<file path="src/rtl/dff_arbiter.sv">
// Four-requester round-robin arbiter that loads a shared data register.
// The grant, load and hold phases are sequenced by a small registered FSM.
module dff_arbiter #(
    parameter int WIDTH       = 8,
    parameter int HOLD_CYCLES = 2
) (
    input  logic               clk,
    input  logic               rst,
    input  logic [3:0]         req,
    input  logic [4*WIDTH-1:0] d_in,
    input  logic               clr,
    output logic [3:0]         gnt,
    output logic [WIDTH-1:0]   q,
    output logic [1:0]         q_owner,
    output logic               q_valid,
    output logic               busy
);

    typedef enum logic [1:0] {
        IDLE  = 2'd0,
        GRANT = 2'd1,
        HOLD  = 2'd2
    } state_t;

    state_t           state_q;
    logic [3:0]       gnt_q;
    logic [WIDTH-1:0] q_q;
    logic [1:0]       owner_q;
    logic             valid_q;
    logic [1:0]       last_q;
    logic [3:0]       cnt_q;

    logic [1:0]       win_d;
    logic [1:0]       idx;
    logic             found;

    // Search starts one past the previous winner and wraps 3 -> 0.
    always_comb begin
        win_d = last_q;
        idx   = last_q;
        found = 1'b0;
        for (int k = 1; k <= 4; k++) begin
            idx = last_q + 2'(k);
            if (!found && req[idx]) begin
                win_d = idx;
                found = 1'b1;
            end
        end
    end

    always_ff @(posedge clk or negedge rst) begin
        if (!rst) begin
            state_q <= IDLE;
            gnt_q   <= 4'd0;
            q_q     <= '0;
            owner_q <= 2'd0;
            valid_q <= 1'b0;
            last_q  <= 2'd3;
            cnt_q   <= 4'd0;
        end else begin
            if (clr) begin
                q_q     <= '0;
                valid_q <= 1'b0;
            end
            unique case (state_q)
                IDLE: begin
                    if (found) begin
                        state_q <= GRANT;
                        gnt_q   <= 4'd1 << win_d;
                        last_q  <= win_d;
                    end else begin
                        gnt_q   <= 4'd0;
                    end
                end
                GRANT: begin
                    gnt_q <= 4'd0;
                    // last_q already holds the winner; a dropped request
                    // or a clear aborts the load.
                    if (req[last_q] && !clr) begin
                        q_q     <= d_in[last_q*WIDTH +: WIDTH];
                        owner_q <= last_q;
                        valid_q <= 1'b1;
                        cnt_q   <= 4'(HOLD_CYCLES - 1);
                        state_q <= HOLD;
                    end else begin
                        state_q <= IDLE;
                    end
                end
                HOLD: begin
                    if (cnt_q == 4'd0) begin
                        state_q <= IDLE;
                    end else begin
                        cnt_q   <= cnt_q - 4'd1;
                    end
                end
                default: begin
                    state_q <= IDLE;
                    gnt_q   <= 4'd0;
                end
            endcase
        end
    end

    assign gnt     = gnt_q;
    assign q       = q_q;
    assign q_owner = owner_q;
    assign q_valid = valid_q;
    assign busy    = (state_q != IDLE);

endmodule

</file>
<file path="config.mk">
export PLATFORM = sky130hd
export DESIGN_NAME = dff_arbiter
export DESIGN_NICKNAME = d
export VERILOG_FILES = /design/src/rtl/dff_arbiter.sv
export SDC_FILE = /design/constraint.sdc
export NUM_CORES = 1
export LEC_CHECK = 0
export BUFFER_PORTS_ARGS = -buffer_cell sky130_fd_sc_hd__buf_4
export CORE_ASPECT_RATIO = 1.4
export CORE_MARGIN = 2
export CORE_UTILIZATION = 25
export CTS_BUF_LIST = sky130_fd_sc_hd__clkbuf_4
export DETAILED_ROUTE_END_ITERATION = 7
export PLACE_DENSITY = 0.51
export SETUP_SLACK_MARGIN = 0.3
export SYNTH_ARGS = -nofsm -noshare
export SYNTH_HDL_FRONTEND = slang
export SYNTH_SLANG_ARGS = --single-unit
</file>
<file path="constraint.sdc">
create_clock -name clk -period 1.9 [get_ports clk]
set_input_delay 0.19 -clock clk [delete_from_list [all_inputs] [get_ports clk]]
set_output_delay 0.19 -clock clk [all_outputs]
set_load 0.01 [all_outputs]
</file>
# Yosys cells after proc, flatten, opt, wreduce, memory -nomap -nowiden
# Cells that the tools add are included.
# Widths: inputs -> output; s select.
dict set report classes {
  addsub 4
  multipliers 0
  div 0
  order_cmp 4
  eq_ne 6
  n_shift 2
  mux 31
  bitwise_logic 0
  reduce_logical 16
}
# cell count
set ops {}
lappend ops {{$shiftx 32x6->8} 1}
lappend ops {{$mux 8} 3}
lappend ops {{$pmux 4 s2} 2}
lappend ops {{$mux 2} 7}
lappend ops {{$lt 2x3->1 const B} 4}
lappend ops {{$mux 4} 3}
lappend ops {{$mux 1} 11}
lappend ops {{$bmux 1 s2} 4}
lappend ops {{$ne 2x2->1 const B} 4}
lappend ops {{$pmux 2 s3} 1}
lappend ops {{$reduce_and 2->1} 3}
lappend ops {{$add 2x2->2 const B} 2}
lappend ops {{$logic_and 1x1->1} 4}
lappend ops {{$logic_not 1->1} 4}
lappend ops {{$logic_not 4->1} 1}
lappend ops {{$reduce_bool 2->1} 2}
lappend ops {{$shl 1x2->4 const A} 1}
lappend ops {{$sub 4x1->4 const B} 1}
lappend ops {{$reduce_and 3->1} 1}
lappend ops {{$add 2x1->2 const B} 1}
lappend ops {{$eq 2x1->1 const B} 1}
lappend ops {{$eq 2x2->1 const B} 1}
lappend ops {{$logic_not 2->1} 1}
dict set report totals {
  reg_bits 23
  latch_bits 0
  ram_bits 0
  rom_bits 0
  in_bits 39
  output_inout_bits 16
  word_cells 70
  mem_count 0
}

# Logic depth before layout (Yosys ltp)
# Gate-level depths: netlist of run 1.
dict set report depth {
  depth_word 16
  ltp_mapped 6
  depth_no_buf 6
}

# Least setup slack after synthesis of run 1
# No wires, ideal clock.
dict set report synth_path {
  kind {flip-flop to flip-flop}
  start {reg last_q[0]}
  end {reg q_q[0], in the netlist q[0]}
  setup_time_ps 125
  t_arrival_ps 1700
  required_time_ps 1775
  slack_ps 75
  stages_incl_launch_ff 6
  path_buffers 2
  period_less_slack_ps 1825
  cell_sequence {dfstp_2 > buf_6 > mux4_2 > nand2_4 > buf_12 > mux2_4}
}
dict set report synth_between {
  elab_chain_len 5
  word_cells_on_any_way 6
  classes_between {shift: 1; mux: 4; reduce/logical: 1}
}
# item line
set synth_lines {}
lappend synth_lines {{start, declared} 30} ;# logic [1:0] last_q;
lappend synth_lines {{start signal, assigned} 70} ;# last_q <= win_d;
lappend synth_lines {{parallel branches: the longest is 3 deep, another holds $shiftx 32x6->8} -}
lappend synth_lines {{$mux 8 *} 79} ;# if (req[last_q] && !clr) begin
lappend synth_lines {{$mux 8 *} 65} ;# unique case (state_q)
lappend synth_lines {{end signal, assigned} 80} ;# q_q <= d_in[last_q*WIDTH +: WIDTH];
lappend synth_lines {{end, declared} 27} ;# logic [WIDTH-1:0] q_q;
# Mark *: on every way between the ends. The select of a mux whose other input is x is not followed.
# A chain may end at the register's enable or synchronous reset.

# Worst setup path in the final report of run 1
dict set report layout_path {
  start {reg last_q[0]}
  end {reg owner_q[0], in the netlist q_owner[0]}
}
dict set report layout_between {
  elab_chain_len 4
}
# item line
set layout_lines {}
lappend layout_lines {{$bmux 1 s2} 79}
lappend layout_lines {{$mux 1 (implied by the code)} 79}
lappend layout_lines {{$logic_and 1x1->1} 79}
lappend layout_lines {{$reduce_and 2->1 (no line)} -}
lappend layout_lines {{end signal, assigned} 81} ;# owner_q <= last_q;
lappend layout_lines {{end, declared} 28} ;# logic [1:0] owner_q;
# Parallel ways exist; a longest one is shown, timed or not. The select of a mux whose other input is x is not followed.

==> results_dict.tcl, run 1 <==
set metrics [dict create \
    grt_overflow 0 \
    netlist_top_cells_count "dfrtp_1, nor2b_1, mux2_4, a21oi_1, mux4_2" \
    hold_violations 0 \
    drive_gt1_share_pct 57.89 \
    rsz0062_at_grt "yes" \
    synth_top_family_by_area "multiplexers" \
    core_area_um2 5236 \
    power_leakage_nw 0.9408 \
    synth_edf_count 0 \
    setup_violations 0 \
    cts-buffers-inserted 3 \
    numClockSinks 23 \
    seq_area_frac_synth_pct 42.39 \
    synth_simple_gate_area_share_pct 14.59 \
    ys.flop_type "dfrtp_1" \
    syn_area_um2 1364 \
    finalNetCount 213 \
    cp-start-kind "register" \
    synthXorXnorAreaFrac_pct 1.284 \
    fp-row-count 31 \
    yosys.area.top_type "dfrtp_1" \
    worst_slew_pin_slew_ps 533.9 \
    hpwl_mm 2.591 \
    finalSetupTns_ps 0 \
    min_period_over_period_pct 91.75 \
    ir_drop_uv 431.9 \
    regArea_um2 578.1 \
    antenna_found_initial 0 \
    cap_violations 0 \
    via_per_inst 4.612 \
    pre_cts_ws_ps 82.65 \
    htreeDepth 1 \
    synth_nets 148 \
    slew-limit-headroom_pct 64.25 \
    synth-seq-cells 23 \
    fin_ws_ps 156.8 \
    gp_congestion 0.6844 \
    drc 0 \
    io_buffers 54 \
    finalHoldWorstSlack_ps 147.2 \
    synth_fa_ha_area_share_pct 1.835 \
    dieArea_um2 6070 \
    powerDensity_nw_per_um2 1292 \
    arrival_ps 1970 \
    synth_cells 107 \
    firstDrtPassIters 4 \
    path_class "register to register" \
    placed_area_um2 1848 \
    cts_tree "done" \
    postLayoutCellArea_um2 1963 \
    end_kind "register" \
    ys_types 37 \
    drv_slew 0 \
    post-route-min-period_ps 1743 \
    grt_max_degree 24 \
    routedWlPerCell_um 14.34 \
    yosysWarnings 0 \
    drt_iter0_drc 11 \
    start_util_pct 26.05 \
    synth_top_area_share_pct 38.53 \
    syn_area_per_cell_um2 12.75 \
    finalWirelength_mm 3.398 \
    grt_pass1_vias 1138 \
    die_h_um 91.39 \
    async_reset_ff_share_pct 100.0 \
    clk_latency_ps 320 \
    clock_skew_ps 15.43 \
    synthMuxAreaShare_pct 27.34 \
    die_w_um 66.42 \
    holdCritPathClass "input pin to register" \
    yosysMostFrequentCell "dfrtp_1" \
    ctsLongestPathBuffers 2 \
    multi_input_area_um2 755.7 \
    cp_data_required_time_ps 2130 \
    path_max_fanout 12 \
    synth-compound-area-share_pct 7.431 \
    area_delta_synth_final_pct 43.94 \
    io-pin-count 55 \
    status "completed" \
    ant_nets 0 \
    grt_pass1_wl_mm 5.402 \
    cts.clk_slew.worst_paths_ps 150 \
    track_usage_pct 11.46 \
    antennaDiodeCount 0 \
    n_fill_cell 539 \
    via_count 1093 \
    cts-root-buf "clkbuf_4" \
    fmax_ghz 0.5736 \
    synthTopCellsByArea "dfrtp_1, mux4_2, mux2_4" \
]
-- stage by stage --
stage	instances	power [W]	util [%]
3_3_place_gp	227	0.002154	35.29
3_5_place_dp	227	0.002175	35.29
6_report	237	0.002536	37.49
2_1_floorplan	107	0.001721	-
4_1_cts	236	0.002520	36.97
5_1_grt	237	0.002742	37.49
-- metal layers --
layer  GRT usage [%]  vias up  share of wire, %  wire (um)
met3           2.230        2               5.9        200
met4           3.061        0              0.74         25
met5               0        -                 0          0
met2           19.75       34                55       1864
li1                -      521                 -          -
met1           14.29      536                38       1308
-- power by group --
group | switching [W] | internal (W) | leakage [nW] | total, W
sequential | 0.000132 | 0.000697 | 0.296 | 0.000829
combinational | 0.000617 | 0.000850 | 0.631 | 0.00147
clock | 0.000160 | 0.0000802 | 0.0139 | 0.000240
-- worst max-delay path: stages, from the launching register on --
cell and delay, ps:
dfstp_2 580, mux4_2 580, nand2_8 160, mux2_2 340
-- flip-flops by register name, summed over array words and instances, names as in the netlist --
signal / flops
q_valid: 1
q: 8
gnt: 4
last_q: 2
state_q: 2
cnt_q: 4
q_owner: 2
-- placed cells by master (no fill, tap or decap), types with 2 or more instances in the layout --
cell type,Yosys,routed
mux4_2,7,7
mux2_2,2,2
a21oi_1,7,6
nor2b_1,10,10
dfstp_2,2,2
mux2_4,8,8
nor3_1,2,2
ha_1,2,2
buf_4,0,64
mux2i_1,2,2
inv_1,4,3
nor2_1,4,4
nand2_2,1,2
mux4_1,2,2
xor2_1,2,2
nand2_1,4,3
dfrtp_1,21,21
clkbuf_4,0,3
nand3_1,3,3
o21ai_1,0,2
-- kinds of logic (layout without fill, tap and decap cells) --
| group | after synthesis | in the layout |
|---|---|---|
| compound gates | 16 | 16 |
| xor+xnor | 2 | 2 |
| fa+ha+maj | 2 | 2 |
| simple gates | 33 | 33 |
| buf+inv | 10 | 74 |
| mux | 21 | 21 |
| flops | 23 | 23 |
-- what timing repair did --
action | in CTS | in global routing
hold buffers | 1 | 0
pin swaps | 1 | 1
setup buffers | 4 | 1
endpoints found under the hold margin | 21 | 0
resized for setup | 3 | 6
endpoints found under the setup margin | 16 | 20
cloned | 0 | 0
-- final cells by class --
| class | count | share of cell area (%) |
|---|---|---|
| Timing Repair Buffer | 66 | 25.56 |
| Tap cell | 66 | 4.207 |
| Sequential cell | 23 | 29.45 |
| Clock inverter | 1 | 0.3824 |
| Multi-Input combinational cell | 74 | 38.50 |
| Clock buffer | 3 | 1.147 |
| Inverter | 4 | 0.7648 |
-- worst paths after layout --
| path | slack, ps | depth (start not counted) | to | start |
|---|---|---|---|---|
| max | 160 | 3 | q_owner[0]$_DFFE_PN0P_ | last_q[0]$_DFFE_PN1P_ |
| min | 150 | 2 | q_valid$_DFF_PN0_ | clr |
| max reg2reg | 160 | 3 | q_owner[0]$_DFFE_PN0P_ | last_q[0]$_DFFE_PN1P_ |
| min reg2reg | 520 | 2 | gnt[3]$_DFFE_PN0N_ | gnt[3]$_DFFE_PN0N_ |
| max in group asynchronous | 1320 | 2 | last_q[1]$_DFFE_PN1P_ | rst |
| min in group asynchronous | 280 | 2 | cnt_q[1]$_DFFE_PN0P_ | rst |
(Power assumes the default switching activity.)
==> run 2, diff against run 1 <==
- CORE_UTILIZATION: 25 -> 45
- PLACE_DENSITY: 0.51 -> 0.8
==> run 2 against run 1 <==
Critical path depth is the same. Clock power grew 4%. Routed wire length is 8.8% higher. Combinational power up 7%. Utilization up 31 points. Die area down 42%. Global-route usage is 11 points higher. Hold slack improved by 12 ps. Sequential cell count did not move. Register-to-register slack lost 20 ps. Critical path type unchanged. Final cell count fell by 11%. Highest routed layer unchanged.
==> results_dict.tcl, run 2 (same netlist as run 1, synthesis figures left out) <==
set metrics [dict create \
    die_w_um 50.53 \
    end_kind "register" \
    start_util_pct 47.39 \
    drt_iter0_drc 33 \
    cpPeakStageDelay_ps 610 \
    arrival_ps 1970 \
    rr_startpoint "last_q[0]$_DFFE_PN1P_" \
    drv_slew 0 \
    holdCritPathClass "input pin to register" \
    slew-limit-headroom_pct 53.61 \
    io_buffers 54 \
    numClockSinks 23 \
    fp-row-count 23 \
    ir_drop_uv 822.6 \
    path_class "register to register" \
    track_usage_pct 22.56 \
    hold_violations 0 \
    core_area_um2 2878 \
    cp_slowest_cell "mux4_2" \
    status "completed" \
    cts.clk_slew.worst_paths_ps 130 \
    worst_slew_pin_slew_ps 692.8 \
    critPathLaunch "last_q[0]$_DFFE_PN1P_" \
    path_max_fanout 6 \
    ant_nets 0 \
    most-common-layout-cells "buf_4, dfrtp_1, nor2b_1, mux2_4, mux4_2" \
    post-route-min-period_ps 1759 \
    ctsLongestPathBuffers 2 \
    cts-root-buf "clkbuf_4" \
    grt_max_degree 24 \
    antennaDiodeCount 0 \
    min_period_over_period_pct 92.60 \
    grt_overflow 0 \
    cp_data_required_time_ps 2110 \
    drive_gt1_share_pct 59.54 \
    setup_violations 0 \
    utilization_pct 68.57 \
    finalPower_w 0.002674 \
    n_fill_cell 225 \
    crit_chain "mux4_2 > nand2_4 > mux2_4" \
    clock_skew_ps 2.683 \
    area_delta_synth_final_pct 44.68 \
    drc 0 \
    io-pin-count 55 \
    power_leakage_nw 0.9777 \
    cap_violations 0 \
    routedWlPerCell_um 17.61 \
    reg2reg_depth 3 \
    final_common_cell "buf_4" \
    finalSetupTns_ps 0 \
    dieArea_um2 3493 \
    via_per_inst 5.371 \
    hold_start "clr" \
    cts-buffers-inserted 3 \
    finalWirelength_mm 3.698 \
    grt_pass1_wl_mm 5.920 \
    via_count 1128 \
    die_h_um 69.14 \
    htreeDepth 1 \
    numPlacedInstances 197 \
    largest_reg_flops 8 \
    path_delay_family "multiplexers" \
    finalNetCount 215 \
    antenna_found_initial 0 \
    worst-path-buf-inv 0 \
    cts_tree "done" \
    grt_pass1_vias 1290 \
    clk_latency_ps 310 \
    fmax_ghz 0.5683 \
    instances_no_fill 210 \
    firstDrtPassIters 4 \
    rsz0062_at_grt "yes" \
    holdPathStages 2 \
    hpwl_mm 2.722 \
    powerDensity_nw_per_um2 1355 \
    cp-start-kind "register" \
    cp.depth 3 \
    gp_congestion 0.7915 \
]
## run 2: area by class of cell
type	instances	area, um2	area share, %
Multi-Input combinational cell	75	790.8	40.08
Sequential cell	23	578.1	29.30
Inverter	4	15.01	0.7609
Clock buffer	4	30.03	1.522
Tap cell	37	46.29	2.346
Timing Repair Buffer	67	513.0	26.00
## run 2: stage by stage
step	worst slack, ps	area [um2]	hold slack (ps)
2_1_floorplan	86.95	1370	-105.6
3_3_place_gp	129.7	1804	99.47
3_5_place_dp	91.84	1804	104.5
4_1_cts	138.0	1962	159.4
5_1_grt	80.18	1973	155.4
6_report	140.5	1973	159.6
## run 2: worst paths after layout
check / end / slack (ps)
min in group asynchronous: gnt[1]$_DFFE_PN0N_ / 290
min: q_valid$_DFF_PN0_ / 160
max in group asynchronous: last_q[0]$_DFFE_PN1P_ / 1320
max: q[0]$_DFF_PN0_ / 140
max reg2reg: q[0]$_DFF_PN0_ / 140
min reg2reg: gnt[1]$_DFFE_PN0N_ / 520
## run 2: what timing repair did
item | 4_1_cts | 5_1_grt
pin swaps | 2 | 0
endpoints found under the setup margin | 19 | 21
buffers inserted | 7 | 0
gates resized for setup | 12 | 2
hold buffers | 1 | 0
gates cloned | 1 | 0
endpoints found under the hold margin | 21 | 0
## run 2: where the power goes
| group | internal [W] | switching (W) | leakage [nW] | total [W] |
|---|---|---|---|---|
| clock network | 0.0000964 | 0.000153 | 0.0184 | 0.000249 |
| logic | 0.000903 | 0.000681 | 0.664 | 0.00158 |
| registers | 0.000697 | 0.000144 | 0.296 | 0.000841 |
## run 2: per-layer routing
layer / wire length (um) / vias up / track usage [%] / share of wire [%]
met1: 1251 / 555 / 23.30 / 34
met4: 125 / 0 / 12.91 / 3.4
li1: - / 526 / - / -
met5: 0 / - / 0 / 0
met2: 2163 / 35 / 41.52 / 58
met3: 157 / 12 / 3.247 / 4.2
